File: config.mk
export PLATFORM = sky130hd
export DESIGN_NAME = encoder_round_scheduler_flat
export DESIGN_NICKNAME = d
export VERILOG_FILES = /design/src/rtl/encoder_round_scheduler_if.sv /design/src/rtl/encoder_round_scheduler.sv /design/src/flat_wrapper.sv
export SDC_FILE = /design/constraint.sdc
export NUM_CORES = 1
export LEC_CHECK = 0
export BUFFER_PORTS_ARGS = -buffer_cell sky130_fd_sc_hd__buf_2
export CORE_MARGIN = 3
export CORE_UTILIZATION = 35
export CTS_CLUSTER_DIAMETER = 120
export DETAILED_ROUTE_END_ITERATION = 7
export PLACE_DENSITY = 0.71
export SLEW_MARGIN = 20
export SYNTH_ARGS = -nofsm -noshare
export SYNTH_HDL_FRONTEND = slang
export SYNTH_SLANG_ARGS = --single-unit
File: constraint.sdc
create_clock -name clk -period 1.7 [get_ports clk]
set_clock_uncertainty 0.1 [all_clocks]
set_input_delay 0.17 -clock clk [delete_from_list [all_inputs] [get_ports clk]]
set_output_delay 0.17 -clock clk [all_outputs]
set_load 0.01 [all_outputs]
File: src/rtl/encoder_round_scheduler_if.sv
// Handshake bundle between the round scheduler and its controller/stage side.
// The controller drives start/abort and collects stage ready pulses; the scheduler drives the rest.
interface encoder_round_scheduler_if #(
  parameter int NUM_STAGES = 5,
  parameter int RW         = 5
);
  logic                  start;
  logic                  abort;
  logic [NUM_STAGES-1:0] stage_ready;
  logic [NUM_STAGES-1:0] stage_start;
  logic [2:0]            stage_idx;
  logic [RW-1:0]         round_idx;
  logic                  buf_sel;
  logic                  busy;
  logic                  ready;

  modport master (
    output start, abort, stage_ready,
    input  stage_start, stage_idx, round_idx, buf_sel, busy, ready
  );

  modport slave (
    input  start, abort, stage_ready,
    output stage_start, stage_idx, round_idx, buf_sel, busy, ready
  );
endinterface

File: src/rtl/encoder_round_scheduler.sv
// Sequences the round stage controllers NUM_ROUNDS times in fixed order,
// toggling the ping-pong buffer select after every stage.
module encoder_round_scheduler #(
  parameter int NUM_STAGES = 5,
  parameter int NUM_ROUNDS = 24,
  parameter int RW         = 5
) (
  input  logic                        clk,
  input  logic                        rst,
  encoder_round_scheduler_if.slave    bus
);

  localparam logic [2:0] IDLING  = 3'd0;
  localparam logic [2:0] ARMING  = 3'd1;
  localparam logic [2:0] ISSUE   = 3'd2;
  localparam logic [2:0] WAITING = 3'd3;
  localparam logic [2:0] ADVANCE = 3'd4;
  localparam logic [2:0] DONE    = 3'd5;

  logic [2:0]            state_reg;
  logic [2:0]            state_next;
  logic [2:0]            stage_idx_reg;
  logic [RW-1:0]         round_idx_reg;
  logic                  buf_sel_reg;
  logic [NUM_STAGES-1:0] stage_onehot;
  logic                  ready_hit;
  logic                  last_stage;
  logic                  last_round;

  // One-hot decode of the active stage, reused for both start steering and ready selection.
  generate
    for (genvar gi = 0; gi < NUM_STAGES; gi++) begin : g_onehot
      assign stage_onehot[gi] = (stage_idx_reg == 3'(gi));
    end
  endgenerate

  assign ready_hit  = |(bus.stage_ready & stage_onehot);
  assign last_stage = (stage_idx_reg == 3'(NUM_STAGES - 1));
  assign last_round = (round_idx_reg == RW'(NUM_ROUNDS - 1));

  always_comb begin
    state_next = state_reg;
    if (bus.abort) begin
      state_next = IDLING;
    end else begin
      case (state_reg)
        IDLING:  if (bus.start) state_next = ARMING;
        ARMING:  if (!bus.start) state_next = ISSUE;
        ISSUE:   state_next = WAITING;
        WAITING: if (ready_hit) state_next = ADVANCE;
        ADVANCE: state_next = (last_stage && last_round) ? DONE : ISSUE;
        DONE:    state_next = IDLING;
        default: state_next = IDLING;
      endcase
    end
  end

  always_ff @(posedge clk or posedge rst) begin
    if (rst) begin
      state_reg <= IDLING;
    end else begin
      state_reg <= state_next;
    end
  end

  // Counters freeze on abort so the aborted position stays observable until the next start.
  always_ff @(posedge clk or posedge rst) begin
    if (rst) begin
      stage_idx_reg <= 3'd0;
      round_idx_reg <= '0;
      buf_sel_reg   <= 1'b0;
    end else if (!bus.abort) begin
      if (state_reg == IDLING && bus.start) begin
        stage_idx_reg <= 3'd0;
        round_idx_reg <= '0;
        buf_sel_reg   <= 1'b0;
      end else if (state_reg == ADVANCE) begin
        buf_sel_reg <= ~buf_sel_reg;
        if (last_stage) begin
          stage_idx_reg <= 3'd0;
          if (!last_round) begin
            round_idx_reg <= round_idx_reg + RW'(1);
          end
        end else begin
          stage_idx_reg <= stage_idx_reg + 3'd1;
        end
      end
    end
  end

  assign bus.stage_start = (state_reg == ISSUE) ? stage_onehot : '0;
  assign bus.stage_idx   = stage_idx_reg;
  assign bus.round_idx   = round_idx_reg;
  assign bus.buf_sel     = buf_sel_reg;
  assign bus.busy        = (state_reg != IDLING);
  assign bus.ready       = (state_reg == DONE);

endmodule

File: src/flat_wrapper.sv
// flat-port wrapper written by rule: the top's interface ports become plain ports
module encoder_round_scheduler_flat 
#(
  parameter int NUM_STAGES = 5,
  parameter int NUM_ROUNDS = 24,
  parameter int RW         = 5
)
  (clk, rst, bus_start, bus_abort, bus_stage_ready, bus_stage_start, bus_stage_idx, bus_round_idx, bus_buf_sel, bus_busy, bus_ready);
  encoder_round_scheduler_if #(.NUM_STAGES(NUM_STAGES), .RW(RW)) bus_i ();
  input  logic clk;
  input  logic rst;
  input wire logic [$bits(bus_i.start)-1:0] bus_start;
  input wire logic [$bits(bus_i.abort)-1:0] bus_abort;
  input wire logic [$bits(bus_i.stage_ready)-1:0] bus_stage_ready;
  output wire logic [$bits(bus_i.stage_start)-1:0] bus_stage_start;
  output wire logic [$bits(bus_i.stage_idx)-1:0] bus_stage_idx;
  output wire logic [$bits(bus_i.round_idx)-1:0] bus_round_idx;
  output wire logic [$bits(bus_i.buf_sel)-1:0] bus_buf_sel;
  output wire logic [$bits(bus_i.busy)-1:0] bus_busy;
  output wire logic [$bits(bus_i.ready)-1:0] bus_ready;
  assign bus_i.start = bus_start;
  assign bus_i.abort = bus_abort;
  assign bus_i.stage_ready = bus_stage_ready;
  assign bus_stage_start = bus_i.stage_start;
  assign bus_stage_idx = bus_i.stage_idx;
  assign bus_round_idx = bus_i.round_idx;
  assign bus_buf_sel = bus_i.buf_sel;
  assign bus_busy = bus_i.busy;
  assign bus_ready = bus_i.ready;
  encoder_round_scheduler #(.NUM_STAGES(NUM_STAGES), .NUM_ROUNDS(NUM_ROUNDS), .RW(RW)) u_core (.clk(clk), .rst(rst), .bus(bus_i));
endmodule
==> run_results.csv, run 1 <==
group,metric,value,unit
status,status,"complete, no violations",
drt,wl_per_cell,13.8,um
logic_synthesis,synthesis.nets,116,
timing,rsz0062_at_grt,"yes",
global_route,grt_pass1_wl,3870,um
timing,hold_viol,0,
global_route,overflow,0,
clocking,numCtsBuffers,3,
logic_synthesis,synth.largest_area_cell,"dfrtp_1",
floorplanning,initial_core_util,38.3,%
logic_synthesis,yosysMostFrequentCell,"o21ai_0",
logic_synthesis,synth_edf_count,0,
layout,nets,158,
logic_synthesis,synth.distinct_cells,36,
timing,slew_headroom,69.7,%
worst_hold_path,worstHoldPathType,"input pin to flop",
drt,ant_nets,0,
floorplanning,io_pins,25,
critical_path,worstSetupStartpoint,"u_core.bus.stage_idx[0]",
power,leakagePower,0.000598,uW
logic_synthesis,synthTopCellsByCount,"13 x o21ai_0, 12 x dfrtp_1, 11 x nand2_1",
global_route,grt_usage,15.1,%
timing,tns,0,ns
drt,vias,929,
layout,largest_reg_flops,5,
floorplanning,die_area,3180,um2
critical_path,arrival,1.77,ns
floorplanning,die_height,56.4,um
logic_synthesis,synthCells,101,
placed_design,place_congestion,0.851,
timing,finalSetupViolCount,0,
critical_path,worstPathRequired,1.80,ns
worst_hold_path,whs_path_depth,2,
critical_path,path_delay_family,"compound AO/OA/AOI/OAI gates",
clocking,htree_levels,1,
critical_path,cp_slowest_cell,"dfrtp_1",
drt,drt-vias-per-instance,5.46,
clocking,cts_sinks,12,
critical_path,worstSetupEndpointType,"flop",
timing,fmax,0.597,GHz
clocking,clockBufferDepth,2,
logic_synthesis,avgSynthCellArea,8.80,um2
drt,drt_iter0_markers,23,
power,finalPower,1200,uW
worst_hold_path,min_from,"bus_abort",
layout,antenna-diode-count,0,
floorplanning,rows,17,
timing,finalCriticalPeriod,1.68,ns
critical_path,path_cells,"inv_2 > ha_2 > a222oi_1 > o21ai_1 > o32ai_2 > mux2i_1",
layout,drive_above_1_share,47.2,%
logic_synthesis,synth.ff_latch_count,12,
logic_synthesis,syn_area,888,um2
drt,drt-total-wl,2350,um
floorplanning,fp.dieW,56.4,um
clocking,cts_root_buf,"clkbuf_4",
critical_path,cp.depth,6,
drt,post-route-drc-count,0,
flow_run,drv_cap,0,
clocking,cts_tree,"done",
critical_path,start_kind,"flop",
timing,worst_pin_slew,0.455,ns
logic_synthesis,yosysSeqAreaShare,33.8,%
logic_synthesis,synth.top_cell.area_share,33.8,%
logic_synthesis,yosysWarnings,0,
critical_path,r2r_start,"u_core.bus.stage_idx[0]",
power,vdd_drop_max,669,uV
timing,drv_slew,0,
global_route,first_global_vias,909,
critical_path,reg2reg_depth,6,
clocking,clk_latency,0.27,ns
layout,area_delta_synth_final,43.0,%
clocking,clk_pin_slew,0.08,ns
global_route,antenna_found_initial,0,
critical_path,critPathMaxFanout,3,
critical_path,worst-setup-path-type,"flop to flop",
floorplanning,fp.coreArea,2320,um2
drt,detail_route.first_pass.iterations,4,
logic_synthesis,synth_ff_type,"dfrtp_1",
placed_design,place_hpwl,1750,um
placed_design,port_buffers,24,
power,power_density,948,nW/um2
timing,final.period_utilization,98.6,%
critical_path,slowest_delay,0.40,ns
global_route,grt_max_degree,16,
critical_path,critical_path_buf_inv_count,1,
logic_synthesis,ys_top_cells_by_area,"dfrtp_1 34%, ha_1 8.5%, o21ai_0 7.3%",
logic_synthesis,synthArstFlopShare,100,%
## power by group
group          switching, uW  total, uW  internal [uW]
Sequential              42.1        364            322
Clock                   93.1        223            130
Combinational            319        616            297
## area by class of cell
| class | count | area [um2] |
|---|---|---|
| fill | 226 | 1050 |
| multi-input combinational | 80 | 623 |
| sequential | 12 | 303 |
| timing repair buffer | 40 | 250 |
| clock buffer | 4 | 36.3 |
| tap | 28 | 35.0 |
| inverter | 6 | 22.5 |
## per-layer routing
layer	up-vias	part of all wire, %	global-route usage [%]	wire length [um]
met5	-	0	0	0
met4	0	0.77	4.75	18
met3	2	5.3	2.76	124
met2	39	49	25.5	1140
met1	439	45	19.4	1070
li1	449	-	-	-
## final timing paths
path                                           end  slack (ns)
max                            u_core.state_reg[0]        0.02
min                            u_core.state_reg[2]        0.06
max reg2reg                    u_core.state_reg[0]        0.02
min reg2reg                     u_core.bus.buf_sel        0.40
max in group asynchronous      u_core.state_reg[0]        0.83
min in group asynchronous  u_core.bus.round_idx[1]        0.33
## placed cells by master (no fill, tap or decap), drive strengths merged, types with 3 or more instances in the layout
cell type	netlist	routed
ha	6	6
nor3	3	3
nand2	11	11
buf	3	39
or3	3	3
clkbuf	0	4
dfrtp	12	12
nand3	3	3
and2	5	5
a21oi	3	3
o21ai	14	14
inv	6	6
nor2	6	6
## cell families (layout without fill, tap and decap cells)
family	after synthesis	after routing	synth area share [%]
simple gates	45	45	30.0
compound gates	27	27	20.7
flops	12	12	33.8
buf+inv	9	50	4.93
fa+ha+maj	6	6	8.45
xor+xnor	1	1	0.986
mux	1	1	1.13
## through the flow
stage                     hold slack [ns]  cell area [um2]  utilization, %  worst slack, ns  std cells
after floorplan                   -0.0653              888               -          0.00704        101
after global placement             0.0969             1100            47.3          0.00352        160
after detailed placement            0.102             1100            47.3          -0.0768        160
after CTS                          0.0549             1190            51.2          -0.0135        168
after global routing               0.0746             1270            54.8          -0.0893        170
final                              0.0640             1270            54.8           0.0242        170
## what timing repair did
action	CTS	global route
hold buffers	1	0
pin swaps	1	7
resized for setup	8	19
endpoints found under the hold margin	12	0
setup buffers	3	2
endpoints found under the setup margin	9	14
gates cloned	0	0
Note: power is estimated with default switching activity, not from simulation.
==> inputs of run 2 (changes only) <==
--- a/config.mk
+++ b/config.mk
@@ -6,11 +6,14 @@
 export NUM_CORES = 1
 export LEC_CHECK = 0
 export BUFFER_PORTS_ARGS = -buffer_cell sky130_fd_sc_hd__buf_2
+export CELL_PAD_IN_SITES_DETAIL_PLACEMENT = 1
+export CELL_PAD_IN_SITES_GLOBAL_PLACEMENT = 2
 export CORE_MARGIN = 3
-export CORE_UTILIZATION = 35
+export CORE_UTILIZATION = 26
 export CTS_CLUSTER_DIAMETER = 120
 export DETAILED_ROUTE_END_ITERATION = 7
-export PLACE_DENSITY = 0.71
+export GPL_ROUTABILITY_DRIVEN = 0
+export PLACE_DENSITY = 0.83
 export SLEW_MARGIN = 20
 export SYNTH_ARGS = -nofsm -noshare
 export SYNTH_HDL_FRONTEND = slang
==> run_results.csv, run 2 (same netlist as run 1, synthesis figures left out) <==
group,metric,value,unit
status,status,"complete, but fails checks",
status,violations,"setup timing",
drt,wl_per_cell,14.8,um
clocking,clk_latency,0.27,ns
worst_hold_path,worstHoldPathType,"input pin to flop",
drt,drt_iter0_markers,28,
layout,nets,165,
floorplanning,fp.coreArea,3150,um2
clocking,cts_tree,"done",
power,clkPwrFrac,17.2,%
critical_path,arrival,1.48,ns
power,leakagePower,0.000644,uW
timing,worst_pin_slew,0.527,ns
layout,design_area,1400,um2
clocking,numCtsBuffers,3,
placed_design,place_hpwl,2130,um
floorplanning,io_pins,25,
layout,multi_input_area,668,um2
clocking,cts_root_buf,"clkbuf_4",
power,finalPower,1360,uW
power,power_density,971,nW/um2
timing,setup_slack,-0.0457,ns
clocking,htree_levels,1,
floorplanning,rows,20,
layout,final_cell_mix,"24 x buf_2, 19 x buf_4, 10 x nand2_1",
global_route,grt_usage,14.3,%
placed_design,placed_cells,179,
critical_path,r2r_end,"u_core.state_reg[0]",
layout,drive_above_1_share,52.3,%
timing,hold_viol,0,
worst_hold_path,worstHoldEndpoint,"u_core.state_reg[2]",
timing,whs,0.0513,ns
global_route,first_global_vias,1005,
global_route,overflow,0,
critical_path,reg2reg_depth,6,
layout,stdcell_count,193,
timing,final.period_utilization,103,%
timing,rsz0062_at_grt,"yes",
critical_path,critPathMaxFanout,3,
timing,drv_slew,0,
critical_path,worstPathRequired,1.43,ns
drt,ant_nets,0,
power,p_switching,523,uW
critical_path,r2r_start,"u_core.bus.stage_idx[1]",
global_route,grt_pass1_wl,4700,um
timing,finalCriticalPeriod,1.75,ns
critical_path,worstSetupEndpointType,"primary output",
layout,antenna-diode-count,0,
power,p_int,840,uW
placed_design,port_buffers,24,
power,sw_frac_of_total,38.4,%
layout,seq_area,305,um2
worst_hold_path,min_from,"bus_abort",
power,pwr-share-seq,27.9,%
timing,finalSetupViolCount,5,
global_route,grt_max_degree,16,
floorplanning,initial_core_util,28.2,%
drt,drt-vias-per-instance,4.95,
drt,vias,956,
layout,mostFrequentLayoutCell,"buf_2",
layout,nFillCells,382,
critical_path,reg2reg_slack,-0.01,ns
drt,drt-total-wl,2850,um
global_route,antenna_found_initial,0,
timing,tns,-0.0753,ns
layout,area_delta_synth_final,57.9,%
drt,detail_route.first_pass.iterations,4,
critical_path,start_kind,"flop",
critical_path,worst-setup-path-type,"flop to primary output",
power,vdd_drop_max,286,uV
drt,post-route-drc-count,0,
floorplanning,die_height,64.5,um
clocking,clockBufferDepth,2,
clocking,cts_sinks,12,
floorplanning,fp.dieW,64.5,um
timing,slew_headroom,64.8,%
flow_run,drv_cap,0,
layout,largest_reg_flops,5,
placed_design,post_dp_cell_area,1140,um2
power,combPwrFrac,54.9,%
worst_hold_path,whs_path_depth,2,
floorplanning,die_area,4150,um2
timing,fmax,0.573,GHz
clocking,clk_pin_slew,0.08,ns
-- run 2: cell count changes in the layout (fill, tap and decap cells not counted), moves of 2 or more --
cell and delta:
o21ai_2 +2, buf_4 +6, ha_2 -3, dfrtp_1 -2
dfrtp_2 +2, o21ai_1 +3, o21ai_0 -5, ha_4 +2
-- run 2: how the worst max path moves through the flow --
| stage | from | to | cells past startpoint |
|---|---|---|---|
| 2_1_floorplan | u_core.bus.stage_idx[0] | u_core.state_reg[0] | 6 |
| 3_3_place_gp | u_core.bus.stage_idx[1] | u_core.state_reg[0] | 6 |
| 3_5_place_dp | u_core.bus.stage_idx[0] | u_core.state_reg[0] | 6 |
| 4_1_cts | u_core.bus.stage_idx[1] | u_core.state_reg[0] | 6 |
| 5_1_grt | u_core.bus.stage_idx[0] | u_core.state_reg[0] | 6 |
| 6_report | u_core.state_reg[2] | bus_stage_start[0] | 5 |
-- run 2: layout make-up --
type | instances | share of cell area (%)
clock buffers | 4 | 2.59
flip-flops and latches | 12 | 21.8
well taps | 44 | 3.93
inverters | 6 | 1.61
repair buffers | 47 | 22.5
multi-input cells | 80 | 47.6
-- run 2: worst max-delay path, stage by stage (launching register included) --
cell and delay (ns):
dfrtp_1 0.39, nand2b_4 0.14, or2_4 0.25, nor2_4 0.13, and2_1 0.16, buf_2 0.13
-- run 2: per-stage QoR --
stage,setup slack [ns],util [%]
3_3_place_gp,0.0107,36.2
5_1_grt,-0.166,44.5
6_report,-0.0457,44.5
3_5_place_dp,-0.116,36.2
4_1_cts,-0.0357,40.9
2_1_floorplan,0.00704,-
-- run 2: power groups by stage --
stage	Clock (uW)	Sequential [uW]	Combinational, uW
2_1_floorplan	0	366	313
3_3_place_gp	0	385	463
3_5_place_dp	0	392	482
4_1_cts	245	367	666
5_1_grt	257	388	821
6_report	234	380	748
-- run 2: layer usage --
| layer | up-vias | routed length (um) | global-route usage (%) |
|---|---|---|---|
| met2 | 22 | 1480 | 23.6 |
| li1 | 469 | - | - |
| met3 | 2 | 132 | 3.12 |
| met4 | 0 | 12 | 5.80 |
| met1 | 463 | 1220 | 17.9 |
| met5 | - | 0 | 0 |
-- run 2: repair_timing --
action,4_1_cts,5_1_grt
pin swaps,3,2
buffers inserted,5,4
gates resized for setup,16,25
hold buffers,1,0
endpoints found under the hold margin,12,0
gates cloned,0,0
endpoints found under the setup margin,12,17
==> inputs of run 3 (changes only) <==
--- a/config.mk
+++ b/config.mk
@@ -5,16 +5,18 @@
 export SDC_FILE = /design/constraint.sdc
 export NUM_CORES = 1
 export LEC_CHECK = 0
+export ABC_AREA = 1
 export BUFFER_PORTS_ARGS = -buffer_cell sky130_fd_sc_hd__buf_2
 export CELL_PAD_IN_SITES_DETAIL_PLACEMENT = 1
 export CELL_PAD_IN_SITES_GLOBAL_PLACEMENT = 2
 export CORE_MARGIN = 3
-export CORE_UTILIZATION = 26
+export CORE_UTILIZATION = 25
 export CTS_CLUSTER_DIAMETER = 120
 export DETAILED_ROUTE_END_ITERATION = 7
 export GPL_ROUTABILITY_DRIVEN = 0
-export PLACE_DENSITY = 0.83
+export PLACE_DENSITY = 0.85
 export SLEW_MARGIN = 20
 export SYNTH_ARGS = -nofsm -noshare
 export SYNTH_HDL_FRONTEND = slang
 export SYNTH_SLANG_ARGS = --single-unit
+export TNS_END_PERCENT = 100
==> run_results.csv, run 3 <==
group,metric,value,unit
logic_synthesis,synth_ff_type,"dfrtp_1",
logic_synthesis,synth.distinct_cells,23,
logic_synthesis,ys_top_cells_by_area,"dfrtp_1 33%, nand2_1 15%, ha_1 8.1%",
timing,setup_slack,0.111,ns
floorplanning,die_height,66.7,um
power,power_density,1250,nW/um2
global_route,grt_usage,11.8,%
placed_design,placed_cells,197,
timing,slew_headroom,66.6,%
layout,antenna-diode-count,0,
critical_path,critPathMaxFanout,7,
global_route,grt_pass1_wl,4060,um
power,leakagePower,0.000632,uW
placed_design,post-place-ws,0.135,ns
layout,largest_reg_flops,5,
logic_synthesis,synth.top_cell.area_share,32.6,%
critical_path,worstSetupEndpointType,"primary output",
layout,area_delta_synth_final,27.0,%
clocking,cts_sinks,12,
logic_synthesis,synth.largest_area_cell,"dfrtp_1",
layout,stdcell_count,203,
global_route,first_global_vias,893,
flow_run,drv_cap,0,
clocking,clk_pin_slew,0.06,ns
timing,fmax,0.629,GHz
logic_synthesis,synthTopCellsByCount,"36 x nand2_1, 15 x nor2_1, 14 x inv_1, 13 x nand3_1, 12 x dfrtp_1",
logic_synthesis,yosysWarnings,0,
floorplanning,rows,21,
placed_design,port_buffers,24,
floorplanning,die_area,4450,um2
timing,whs,0.212,ns
layout,final_cell_mix,"35 x nand2_1, 24 x buf_2, 15 x nor2_1",
drt,drt-total-wl,2380,um
global_route,antenna_found_initial,0,
logic_synthesis,avgSynthCellArea,7.20,um2
drt,drt_iter0_markers,27,
floorplanning,io_pins,25,
critical_path,cp_slowest_cell,"dfrtp_1",
clocking,htree_levels,1,
layout,finish.utilization,34.0,%
floorplanning,fp.coreArea,3440,um2
drt,post-route-drc-count,0,
placed_design,place_hpwl,1990,um
logic_synthesis,synthCells,128,
worst_hold_path,worstHoldPathType,"input pin to flop",
logic_synthesis,synth_edf_count,0,
clocking,clk_latency,0.24,ns
clocking,cts_tree,"done",
logic_synthesis,yosysSeqAreaShare,32.6,%
drt,vias,895,
critical_path,arrival,1.32,ns
clocking,cts_root_buf,"clkbuf_8",
clocking,clockBufferDepth,2,
critical_path,worstPathRequired,1.43,ns
logic_synthesis,yosysMostFrequentCell,"nand2_1",
logic_synthesis,synthesis.nets,143,
timing,rsz0062_at_grt,"yes",
layout,drive_above_1_share,31.8,%
timing,final.period_utilization,93.5,%
global_route,overflow,0,
critical_path,crit_top_cell,"inv_1",
critical_path,worst-setup-path-type,"flop to primary output",
layout,nFillCells,452,
status,status,"complete, no violations",
floorplanning,fp.dieW,66.7,um
critical_path,path_cells,"inv_1 > ha_1 > inv_1 > nor2_1 > buf_2",
layout,mostFrequentLayoutCell,"nand2_1",
logic_synthesis,synth.ff_latch_count,12,
drt,ant_nets,0,
timing,worst_pin_slew,0.501,ns
timing,finalSetupViolCount,0,
timing,drv_slew,0,
critical_path,slowest_delay,0.42,ns
timing,hold_viol,0,
drt,drt-vias-per-instance,4.41,
logic_synthesis,syn_area,922,um2
logic_synthesis,synthArstFlopShare,100,%
timing,finalCriticalPeriod,1.59,ns
clocking,numCtsBuffers,3,
power,vdd_drop_max,509,uV
layout,nets,173,
timing,tns,0,ns
critical_path,start_kind,"flop",
drt,detail_route.first_pass.iterations,4,
global_route,grt_max_degree,13,
drt,wl_per_cell,11.7,um
floorplanning,initial_core_util,26.8,%
run 3: path summary, 6_finish.rpt:
| path | endpoint | cells past startpoint | startpoint | slack [ns] |
|---|---|---|---|---|
| worst max-delay path | bus_stage_start[3] | 5 | u_core.bus.stage_idx[2] | 0.11 |
| worst min-delay path | u_core.state_reg[1] | 4 | bus_stage_ready[4] | 0.21 |
| worst max register to register | u_core.state_reg[0] | 10 | u_core.bus.stage_idx[0] | 0.13 |
| worst min register to register | u_core.bus.round_idx[3] | 2 | u_core.bus.round_idx[3] | 0.41 |
| max in group asynchronous | u_core.state_reg[1] | 3 | rst | 0.77 |
| min in group asynchronous | u_core.bus.stage_idx[0] | 3 | rst | 0.40 |
run 3: critical path: cells and delay by family, from the launching register on:
kind	cells	cell delay [ns]
and+or+nand+nor	1	0.09
adders and majority gates	1	0.20
buffers and inverters	3	0.37
DFF	1	0.42
run 3: routing by layer:
metal / up-vias / track usage (%) / wire [um]
li1: 461 / - / -
met1: 420 / 14.6 / 1110
met2: 12 / 20.0 / 1170
met3: 2 / 3.71 / 87
met4: 0 / 2.28 / 16
met5: - / 0 / 0
run 3: cell families after synthesis:
group                      after synthesis  share of synthesized area (%)
xor gates and xnor gates                 2                           1.90
adders and majority gates                6                           8.14
and+or+nand+nor                         76                           40.8
buffers and inverters                   18                           8.14
DFF                                     12                           32.6
AOI/OAI and AO/OA                       14                           8.41
run 3: cell type report:
cell class | count | area, um2 | area share, %
multi-input cells | 98 | 557 | 47.5
clock buffers | 4 | 55.1 | 4.70
flip-flops and latches | 12 | 300 | 25.6
inverters | 17 | 63.8 | 5.45
repair buffers | 26 | 138 | 11.8
well taps | 46 | 57.6 | 4.91
run 3: metrics by stage:
stage          cell area (um2)  power, uW
4_1_cts                   1160       1470
6_report                  1170       1470
5_1_grt                   1170       1610
2_1_floorplan              922        922
3_5_place_dp              1090       1130
3_3_place_gp              1090       1110
run 3: power by group:
group,total (uW),internal [uW],switching [uW]
clock network,317,205,112
registers,421,343,77.6
logic,731,274,457
run 3: timing repair:
item	4_1_cts	5_1_grt
endpoints found under the setup margin	1	7
hold endpoints to repair	12	0
hold buffers	1	0
gates resized for setup	1	4
setup buffers	0	1
